$ cat src/rtl/hazard_control_unit.sv
// hazard_control_unit
//   Pipeline hazard controller for the 5-stage RISC-V core. Detects load-use
//   hazards between ID and EX, squashes wrong-path instructions after a taken
//   branch resolved in EX, and freezes the pipeline while data memory is busy.
//   Also keeps saturating stall/flush performance counters.
//
//   state | meaning
//   ------+--------------------------------------------------------------
//   0 RUN        | normal issue; load-use or taken branch may be detected
//   1 LOAD_STALL | bubble was inserted last cycle; consumer re-checks hazard
//   2 FLUSH      | extra branch-penalty cycles, IF_ID/ID_EX squashed
//   3 (unused)   | behaves as RUN and leaves on the next edge
//
// Ports
//   clk, rst                 core clock, synchronous active-high reset
//   id_rs1/id_rs2            source register fields of the instruction in ID
//   id_uses_rs1/id_uses_rs2  ID instruction actually reads that source
//   ex_rd, ex_mem_read       destination and load flag of the EX instruction
//   ex_branch_taken          branch in EX resolved taken this cycle
//   mem_busy                 data memory not ready, freeze everything
//   pc_write, if_id_write    load enables for PC and IF_ID
//   if_id_flush, id_ex_flush clear IF_ID / bubble ID_EX at the next edge
//   ex_mem_hold              EX_MEM and MEM_WB hold contents
//   state                    current FSM state
//   stall_count, flush_count saturating performance counters
module hazard_control_unit #(
    parameter int BRANCH_PENALTY = 1,
    parameter int CNT_W          = 32
) (
    input  logic             clk,
    input  logic             rst,
    input  logic [4:0]       id_rs1,
    input  logic [4:0]       id_rs2,
    input  logic             id_uses_rs1,
    input  logic             id_uses_rs2,
    input  logic [4:0]       ex_rd,
    input  logic             ex_mem_read,
    input  logic             ex_branch_taken,
    input  logic             mem_busy,
    output logic             pc_write,
    output logic             if_id_write,
    output logic             if_id_flush,
    output logic             id_ex_flush,
    output logic             ex_mem_hold,
    output logic [1:0]       state,
    output logic [CNT_W-1:0] stall_count,
    output logic [CNT_W-1:0] flush_count
);

    localparam logic [1:0] ST_RUN        = 2'd0;
    localparam logic [1:0] ST_LOAD_STALL = 2'd1;
    localparam logic [1:0] ST_FLUSH      = 2'd2;

    localparam logic [3:0]       PEN_INIT = 4'(BRANCH_PENALTY - 1);
    localparam logic [CNT_W-1:0] CNT_ONE  = {{(CNT_W-1){1'b0}}, 1'b1};
    localparam logic [CNT_W-1:0] CNT_MAX  = '1;

    logic [1:0] state_q;
    logic [1:0] state_d;
    logic [3:0] pen_cnt;
    logic [3:0] pen_d;
    logic       stall_inc;
    logic       flush_inc;
    logic       load_use;

    // x0 is hardwired zero, so a load "writing" it can never hazard.
    assign load_use = ex_mem_read && (ex_rd != 5'd0) &&
                      ((id_uses_rs1 && (id_rs1 == ex_rd)) ||
                       (id_uses_rs2 && (id_rs2 == ex_rd)));

    assign state = state_q;

    always_comb begin
        pc_write    = 1'b1;
        if_id_write = 1'b1;
        if_id_flush = 1'b0;
        id_ex_flush = 1'b0;
        ex_mem_hold = 1'b0;
        state_d     = state_q;
        pen_d       = pen_cnt;
        stall_inc   = 1'b0;
        flush_inc   = 1'b0;

        if (rst) begin
            pc_write    = 1'b0;
            if_id_write = 1'b0;
            if_id_flush = 1'b1;
            id_ex_flush = 1'b1;
        end else if (mem_busy) begin
            // Global freeze: branch/load-use are re-presented once busy clears.
            pc_write    = 1'b0;
            if_id_write = 1'b0;
            ex_mem_hold = 1'b1;
            stall_inc   = 1'b1;
        end else begin
            case (state_q)
                ST_FLUSH: begin
                    // EX holds a bubble here, so ex_branch_taken is ignored.
                    if_id_flush = 1'b1;
                    id_ex_flush = 1'b1;
                    pen_d       = pen_cnt - 4'd1;
                    if (pen_cnt <= 4'd1) begin
                        state_d = ST_RUN;
                    end
                end
                default: begin
                    // RUN, LOAD_STALL and the unused encoding share this path.
                    if (ex_branch_taken) begin
                        if_id_flush = 1'b1;
                        id_ex_flush = 1'b1;
                        flush_inc   = 1'b1;
                        if (BRANCH_PENALTY > 1) begin
                            state_d = ST_FLUSH;
                            pen_d   = PEN_INIT;
                        end else begin
                            state_d = ST_RUN;
                        end
                    end else if (load_use) begin
                        pc_write    = 1'b0;
                        if_id_write = 1'b0;
                        id_ex_flush = 1'b1;
                        stall_inc   = 1'b1;
                        state_d     = ST_LOAD_STALL;
                    end else begin
                        state_d = ST_RUN;
                    end
                end
            endcase
        end
    end

    always_ff @(posedge clk) begin
        if (rst) begin
            state_q     <= ST_RUN;
            pen_cnt     <= 4'd0;
            stall_count <= '0;
            flush_count <= '0;
        end else begin
            state_q <= state_d;
            pen_cnt <= pen_d;
            if (stall_inc && (stall_count != CNT_MAX)) begin
                stall_count <= stall_count + CNT_ONE;
            end
            if (flush_inc && (flush_count != CNT_MAX)) begin
                flush_count <= flush_count + CNT_ONE;
            end
        end
    end

endmodule

$ cat config.mk
export PLATFORM = sky130hd
export DESIGN_NAME = hazard_control_unit
export DESIGN_NICKNAME = d
export VERILOG_FILES = /design/src/rtl/hazard_control_unit.sv
export SDC_FILE = /design/constraint.sdc
export NUM_CORES = 1
export LEC_CHECK = 0
export CAP_MARGIN = 20
export CORE_AREA = 5 5 92 94
export DETAILED_ROUTE_END_ITERATION = 8
export DIE_AREA = 0 0 97 99
export PLACE_DENSITY = 0.75
export SYNTH_ARGS = -nofsm -noshare
export SYNTH_HDL_FRONTEND = slang
export SYNTH_SLANG_ARGS = --single-unit
$ cat constraint.sdc
create_clock -name clk -period 3 [get_ports clk]
set_input_delay 0.6 -clock clk [delete_from_list [all_inputs] [get_ports clk]]
set_output_delay 0.6 -clock clk [all_outputs]
set_load 0.01 [all_outputs]
==> results of run 1 <==
[routing by layer]
metal / part of all wire / vias to the layer above
met4: 0.011 / 0
li1: - / 1683
met3: 0.063 / 8
met5: 0 / -
met1: 0.45 / 1603
met2: 0.47 / 94
[power groups by stage]
| stage | registers [W] | logic, W | clock network [W] |
|---|---|---|---|
| floorplan | 0.000892 | 0.0000616 | 0 |
| detailed placement | 0.000891 | 0.000136 | 0 |
| global route | 0.000872 | 0.000149 | 0.000782 |
| finish | 0.000872 | 0.000138 | 0.000740 |
| global placement | 0.000891 | 0.000133 | 0 |
| CTS | 0.000872 | 0.000135 | 0.000749 |
[placed cells by master (no fill, tap or decap), types with 3 or more instances in the layout]
cell	n
nor2_1	53
o21a_1	3
nand4_1	33
or3_1	15
nand3_1	24
o31ai_1	6
o211ai_1	5
inv_1	12
or4_1	5
xnor2_1	17
buf_4	20
nand2_1	35
xor2_1	27
nor3_1	12
nor3_2	3
clkbuf_8	11
and3_1	5
and4_1	4
dfxtp_1	65
clkdlybuf4s50_1	87
a21oi_1	20
nor4_1	6
o21ai_0	14
mux2i_1	4
[path summary, 6_finish.rpt]
path	from	endpoint	slack, ns	cells after the start
max	ex_rd[4]	id_ex_flush	0.10	9
min	flush_count[31]$_SDFFE_PP0P_	flush_count[31]$_SDFFE_PP0P_	0.51	2
max reg2reg	stall_count[13]$_SDFFE_PP0P_	stall_count[1]$_SDFFE_PP0P_	0.62	7
min reg2reg	flush_count[31]$_SDFFE_PP0P_	flush_count[31]$_SDFFE_PP0P_	0.51	2
[cells by family (layout without fill, tap and decap cells)]
kind of cell,after synthesis,after routing,synth area share
AND/OR/NAND/NOR,206,206,0.323
XOR/XNOR,45,45,0.118
flip-flops,65,65,0.391
buffers and inverters,27,138,0.0369
multiplexers,5,5,0.0154
AO/OA/AOI/OAI,57,57,0.107
other,1,1,0.00113
adder cells (fa/ha/maj),2,2,0.00752
[worst max-delay path, delay by kind of cell]
family,cells,cell delay [ns]
and+or+nand+nor,3,0.39
AOI/OAI and AO/OA,2,0.29
buffers and inverters,3,0.83
xor gates and xnor gates,1,0.17
[state kept, by name, summed over array words and instances, names as in the netlist]
register / flops
flush_count: 32
stall_count: 32
state: 1
[timing repair]
action / in CTS / in global routing
endpoints found under the hold margin: 0 / 0
resized for setup: 3 / 7
pin swaps: 0 / 3
hold buffers: 0 / 0
setup buffers: 0 / 2
endpoints found under the setup margin: 3 / 3
[layout make-up]
class,instances,share of cell area
multi-input combinational,316,0.414
inverter,12,0.00973
clock buffer,12,0.0335
tap,102,0.0276
clock inverter,3,0.00865
sequential,65,0.281
timing repair buffer,111,0.226
[through the flow]
step,total power [W],utilization
after CTS,0.00176,0.609
after floorplan,0.000954,-
final,0.00175,0.612
after detailed placement,0.00103,0.584
after global routing,0.00180,0.612
after global placement,0.00102,0.584
==> impl_metrics.tcl, run 1 <==
set metrics [dict create \
    fin_crit_ns 2.90 \
    synth_cell_type_count 45 \
    gr-usage-all-layers 0.181 \
    io_pins 93 \
    path_max_fanout 3 \
    whs_ns 0.507 \
    wirelength_um 8990 \
    cts_tree "yes" \
    grt_pass1_vias 3168 \
    synthArstFlopShare 0 \
    end_kind "output port" \
    drive_above_1_share 0.0906 \
    internal_power_w 0.00136 \
    globalplace.congestion 0.832 \
    post_dp_cell_area_um2 4420 \
    synth_common_cells "dfxtp_1 (65), nor2_1 (53), nand2_1 (35)" \
    core_area_um2 7570 \
    yosys.cell_count.top_type "dfxtp_1" \
    nNetsFinal 539 \
    clkSlewWorstSetupHoldPaths_ns 0.07 \
    p_switching_w 0.000392 \
    p_leak_nw 1.52 \
    grt_pass1_wl_um 14600 \
    avgSynthCellArea_um2 8.15 \
    synth_area_leader_cell "dfxtp_1" \
    start_util 0.440 \
    worstPathArrival_ns 2.30 \
    setup_violations 0 \
    outcome "finished clean" \
    ys.flop_type "dfxtp_1" \
    p_seq_frac 0.498 \
    skew_ns 0.0110 \
    die_area_um2 9600 \
    p_clk_frac 0.423 \
    maxSlewViolCount 0 \
    grt_util_met2 0.296 \
    irDropWorstVdd_mv 0.316 \
    max-clock-path-buffers 2 \
    die_h_um 99 \
    drc_errors 0 \
    relSlewSlack 0.453 \
    fmax_ghz 0.345 \
    ys_top_cells_by_area "dfxtp_1 (39%), xor2_1 (7.1%), nand4_1 (6.2%)" \
    cts.sinks 65 \
    vias 3388 \
    fin_cells 621 \
    cp.required_ns 2.40 \
    root_buffer "clkbuf_8" \
    grt.met3_usage 0.0517 \
    crit_type "in -> out" \
    cts_made_buffers 9 \
    p_per_area_nw_per_um2 378 \
    worst_setup_path_start_kind "input pin" \
    ys_seq_area_frac 0.391 \
    rsz0062_at_grt "no" \
    crit_chain "clkdlybuf4s50_1, buf_4, xnor2_1, nand4_1, o22ai_1, o211ai_1, nand2b_1, nand3_1, clkdlybuf4s15_1" \
    rows 32 \
    wl_per_cell_um 14.5 \
    finalSetupTns_ns 0 \
    post-place-cells 604 \
    finalWorstSetupSlack_ns 0.103 \
    worst_path_max_delay_cell "clkdlybuf4s50_1" \
    drtIter0Drc 139 \
    pwr-share-comb 0.079 \
    synthesis.area_um2 3330 \
    regArea_um2 1300 \
    fillers 654 \
    syn_inst 408 \
    area_delta_synth_final_pct 39.2 \
    maxCapViolCount 0 \
    hp-class "reg -> reg" \
    post-place-ws_ns -0.245 \
    clk_latency_ns 0.34 \
    final_cell_area_um2 4630 \
    port_buffers 91 \
    htreeDepth 3 \
    die_w_um 97 \
    overflow 0 \
    ys_warn_count 0 \
    p_sw_frac 0.224 \
    synth_edf_count 0 \
    multi_input_area_um2 1920 \
    tightest_slew_ns 0.819 \
    grt_use_met1 0.231 \
    min_period_over_period 0.966 \
    grt_max_degree 47 \
    finalHoldViolCount 0 \
    drtPass1Iterations 5 \
    vias_per_cell 5.46 \
    grt.busiest_layer "met2" \
    antenna_cells 0 \
    hpwlAfterDp_um 6730 \
    ys_ff_latch 65 \
    synth_top_cell_area_share 0.391 \
    slowest_delay_ns 0.44 \
    ant_nets 0 \
    grt_antenna_before_repair 0 \
    synth_fp_nets 432 \
]
Power figures use the tool's default switching activity.
==> inputs of run 2 (changes only) <==
--- a/config.mk
+++ b/config.mk
@@ -9,7 +9,7 @@
 export CORE_AREA = 5 5 92 94
 export DETAILED_ROUTE_END_ITERATION = 8
 export DIE_AREA = 0 0 97 99
-export PLACE_DENSITY = 0.75
+export DONT_BUFFER_PORTS = 1
 export SYNTH_ARGS = -nofsm -noshare
 export SYNTH_HDL_FRONTEND = slang
 export SYNTH_SLANG_ARGS = --single-unit
==> run 2 against run 1 <==
Design area is 22% lower; clock-buffer cell count is 2 higher; sequential share of layout area is 7.8 points higher; routed wire length is 8.4% lower; sequential cell count stayed put; highest routed layer unchanged; combinational power is 57% lower; worst setup slack better by 0.40 ns; final cell count is 17% lower; register-to-register slack worse by 0.12 ns; critical path type is now reg -> reg; largest cell class unchanged.
==> impl_metrics.tcl, run 2 (synthesized netlist as in run 1, its figures left out) <==
set metrics [dict create \
    outcome "finished clean" \
    crit_chain "ha_1, nand4_1, nand4bb_1, nand3_2, or4_1, a21oi_1" \
    wl_per_cell_um 16.0 \
    worst_path_max_delay_cell "or4_1" \
    p_per_area_nw_per_um2 473 \
    end_kind "flip-flop" \
    drc_errors 0 \
    area_delta_synth_final_pct 8.88 \
    grt.met3_usage 0.0708 \
    htreeDepth 3 \
    r2r_setup_slack_ns 0.50 \
    p_leak_nw 1.13 \
    fin_crit_ns 2.50 \
    finalHoldViolCount 0 \
    path_max_fanout 15 \
    grt_antenna_before_repair 0 \
    cts_tree "yes" \
    layout_commonest_cell "dfxtp_1" \
    grt_util_met2 0.284 \
    grt_pass1_wl_um 14100 \
    worst_setup_path_start_kind "flip-flop" \
    maxSlewViolCount 0 \
    grt_pass1_vias 2847 \
    total_power_w 0.00171 \
    grt_use_met1 0.207 \
    clk_latency_ns 0.34 \
    max-clock-path-buffers 2 \
    die_w_um 97 \
    r2r_start "stall_count[0]$_SDFFE_PP0P_" \
    vias_per_cell 5.65 \
    ant_nets 0 \
    worstPathArrival_ns 2.78 \
    globalplace.congestion 0.876 \
    crit_type "reg -> reg" \
    skew_ns 0.0104 \
    tightest_slew_ns 0.703 \
    core_area_um2 7570 \
    hpwlAfterDp_um 6110 \
    maxCapViolCount 0 \
    crit_buf_inv 0 \
    cp.required_ns 3.28 \
    hp-start "rst" \
    fillers 755 \
    rsz0062_at_grt "no" \
    die_area_um2 9600 \
    post-cts-setup-buffer-count 0 \
    min_period_over_period 0.832 \
    gr-usage-all-layers 0.177 \
    antenna_cells 0 \
    cts_made_buffers 9 \
    root_buffer "clkbuf_8" \
    drtPass1Iterations 6 \
    io_pins 93 \
    finalSetupTns_ns 0 \
    start_util 0.440 \
    clkSlewWorstSetupHoldPaths_ns 0.07 \
    relSlewSlack 0.531 \
    port_buffers 0 \
    fmax_ghz 0.401 \
    overflow 0 \
    grt.busiest_layer "met2" \
    drtIter0Drc 102 \
    cts.sinks 65 \
    setup_violations 0 \
    layout_common_cells "dfxtp_1 (65), nor2_1 (53), nand2_1 (35), nand4_1 (33), xor2_1 (27)" \
    nNetsFinal 433 \
    slowest_delay_ns 0.55 \
    grt_max_degree 63 \
    wirelength_um 8230 \
    drive_above_1_share 0.0652 \
    irDropWorstVdd_mv 0.298 \
    die_h_um 99 \
    hp-class "in -> reg" \
    crit_path_start "stall_count[0]$_SDFFE_PP0P_" \
    cts_hold_buf 0 \
    crit_family "simple AND/OR/NAND/NOR gates" \
    vias 2917 \
    cts_resized 0 \
    rows 32 \
]
[run 2: final timing paths]
check,to,depth (start not counted)
worst max-delay path,stall_count[9]$_SDFFE_PP0P_,6
worst min-delay path,flush_count[29]$_SDFFE_PP0P_,1
worst max register to register,stall_count[9]$_SDFFE_PP0P_,6
worst min register to register,flush_count[31]$_SDFFE_PP0P_,2
[run 2: stage by stage]
step	std cells	hold slack [ns]	worst slack, ns	cell area [um^2]	util
finish	516	0.323	0.503	3620	0.479
global route	516	0.300	0.299	3620	0.479
CTS	516	0.306	0.509	3620	0.479
detailed placement	500	0.540	0.382	3410	0.451
global placement	500	0.536	0.483	3410	0.451
floorplan	408	0.481	0.520	3330	-
[run 2: metal layers]
layer  vias to the layer above  wire length (um)
met2                        88              3790
met4                         0               138
li1                       1480                 -
met3                        16               691
met1                      1333              3610
met5                         -                 0
[run 2: power breakdown]
part | switching (W) | internal (W) | total, W | leakage (nW)
Clock | 0.000330 | 0.000452 | 0.000781 | 0.107
Combinational | 0.0000355 | 0.0000243 | 0.0000598 | 0.499
Sequential | 0.00000779 | 0.000866 | 0.000874 | 0.524
[run 2: final cells by class]
class                   count  area (um^2)  share of cell area
multi-input cells         316         1900               0.525
flip-flops and latches     65         1300               0.359
clock buffers              14          173              0.0477
well taps                 102          128              0.0352
inverters                  12         45.0              0.0124
repair buffers              5         37.5              0.0104
clock inverters             2         35.0             0.00967
[run 2: worst reg2reg max path, stage by stage, from the launching register on]
cell	delay [ns]
dfxtp_1	0.41
ha_1	0.29
nand4_1	0.32
nand4bb_1	0.39
nand3_2	0.31
or4_1	0.56
a21oi_1	0.15
==> inputs of run 3 (changes only) <==
==> constraint.sdc (replaced) <==
create_clock -name clk -period 2.54 [get_ports clk]
set_input_delay 0.508 -clock clk [delete_from_list [all_inputs] [get_ports clk]]
set_output_delay 0.508 -clock clk [all_outputs]
set_load 0.01 [all_outputs]
==> run 3 against run 2 <==
Sequential share of layout area shrank 1.1 points; clock skew is 0.0046 ns lower; via count increased by 3.0%; worst hold slack lost 0.11 ns; design area up 3.2%; clock power grew 12%; sequential power up 18%; critical path depth decreased by 1; non-clock buffer count up 19; first-iteration DRC count rose by 45%; clock-buffer cell count fell by 4; combinational power increased by 34%; critical endpoint is now pc_write; largest power group unchanged; highest routed layer unchanged.
==> impl_metrics.tcl, run 3 (synthesized netlist as in run 1, its figures left out) <==
set metrics [dict create \
    slowest_delay_ns 0.55 \
    die_area_um2 9600 \
    clkSlewWorstSetupHoldPaths_ns 0.07 \
    port_buffers 0 \
    crit_type "in -> out" \
    die_w_um 97 \
    end_kind "output port" \
    p_per_area_nw_per_um2 530 \
    die_h_um 99 \
    cp.required_ns 2.03 \
    drtIter0Drc 148 \
    layout_commonest_cell "dfxtp_1" \
    wirelength_um 8590 \
    drive_above_1_share 0.107 \
    p_seq_frac 0.518 \
    core_area_um2 7570 \
    crit_chain "or4_1, o211ai_1, nor2_1, nor3_1, buf_4" \
    finalSetupTns_ns 0 \
    worstPathArrival_ns 1.78 \
    cp_num_cells 5 \
    vias 3004 \
    grt_max_degree 63 \
    hold_depth 1 \
    p_sw_frac 0.234 \
    min_period_over_period 0.900 \
    area_delta_synth_final_pct 12.4 \
    root_buffer "clkbuf_8" \
    rows 32 \
    finalHoldViolCount 0 \
    post-place-cells 519 \
    p_switching_w 0.000463 \
    p_clk_frac 0.442 \
    overflow 0 \
    grt_pass1_wl_um 14300 \
    drc_errors 0 \
    max-clock-path-buffers 2 \
    outcome "finished clean" \
    internal_power_w 0.00152 \
    irDropWorstVdd_mv 0.264 \
    min_to "flush_count[31]$_SDFFE_PP0P_" \
    worst_path_max_delay_cell "or4_1" \
    rsz0062_at_grt "no" \
    hp-class "in -> reg" \
    nNetsFinal 452 \
    htreeDepth 3 \
    layout_common_cells "dfxtp_1 (65), nor2_1 (53), nand2_1 (35), nand4_1 (33), xor2_1 (27)" \
    post-cts-setup-buffer-count 0 \
    hp-start "rst" \
    setup_violations 0 \
    io_pins 93 \
    skew_ns 0.00580 \
    fmax_ghz 0.437 \
    wl_per_cell_um 16.1 \
    maxSlewViolCount 0 \
    start_util 0.440 \
    worst_setup_path_start_kind "input pin" \
    clk_latency_ns 0.35 \
    cts_resized 0 \
    tightest_slew_ns 0.715 \
    antenna_cells 0 \
    drtPass1Iterations 7 \
    p_leak_nw 1.22 \
    crit_buf_inv 1 \
    cts_hold_buf 0 \
    r2r_start "stall_count[15]$_SDFFE_PP0P_" \
    path_max_fanout 3 \
    cts.sinks 65 \
    globalplace.congestion 0.843 \
    cts_made_buffers 9 \
    maxCapViolCount 0 \
    post-place-ws_ns 0.276 \
    cts_tree "yes" \
    crit_family "simple AND/OR/NAND/NOR gates" \
    vias_per_cell 5.64 \
    ant_nets 0 \
    hpwlAfterDp_um 6190 \
    r2r_cells 6 \
    grt_antenna_before_repair 0 \
    r2r-end "stall_count[1]$_SDFFE_PP0P_" \
    finalWorstSetupSlack_ns 0.253 \
    fin_crit_ns 2.29 \
    fin_cells 533 \
    r2r_setup_slack_ns 0.27 \
    relSlewSlack 0.523 \
    pwr-share-comb 0.040 \
    grt_pass1_vias 2843 \
    gr-usage-all-layers 0.180 \
]
==> run 3: changes by cell type in the layout (fill, tap and decap cells not counted), sizes merged <==
cell	previous run	this run
clkinv	1	3
clkbuf	14	10
buf	5	24
==> run 3: worst max path at each step <==
stage,startpoint,to,slack [ns]
floorplan,ex_rd[1],pc_write,0.24
global placement,ex_rd[1],pc_write,0.24
detailed placement,ex_rd[4],stall_count[9]$_SDFFE_PP0P_,0.28
CTS,ex_rd[1],pc_write,0.26
global route,stall_count[15]$_SDFFE_PP0P_,stall_count[1]$_SDFFE_PP0P_,0.11
finish,ex_rd[1],pc_write,0.25
==> run 3: metrics by stage <==
stage          hold slack [ns]  area, um^2  utilization  power (W)
2_1_floorplan            0.481        3330            -    0.00113
3_3_place_gp             0.537        3560        0.470    0.00113
3_5_place_dp             0.541        3560        0.470    0.00113
4_1_cts                  0.212        3740        0.494    0.00199
5_1_grt                  0.202        3740        0.494    0.00205
6_report                 0.216        3740        0.494    0.00198
==> run 3: cell type report <==
cell class	instances	area [um^2]
Clock buffer	10	138
Multi-Input combinational cell	316	1900
Timing Repair Buffer	24	180
Sequential cell	65	1300
Clock inverter	4	45.0
Fill cell	746	3830
Tap cell	102	128
Inverter	12	45.0
==> run 3: power by group through the flow <==
stage	Combinational, W	Clock, W	Sequential (W)
final	0.0000802	0.000876	0.00103
after global routing	0.0000889	0.000939	0.00103
after CTS	0.0000814	0.000883	0.00103
after detailed placement	0.0000812	0	0.00105
after global placement	0.0000810	0	0.00105
after floorplan	0.0000727	0	0.00105
==> run 3: metal layers <==
layer / track usage / wire length, um / part of all wire / vias up
li1: - / - / - / 1502
met1: 0.204 / 3650 / 0.42 / 1401
met2: 0.300 / 4030 / 0.47 / 91
met3: 0.0814 / 785 / 0.091 / 10
met4: 0.0637 / 129 / 0.015 / 0
met5: 0 / 0 / 0 / -
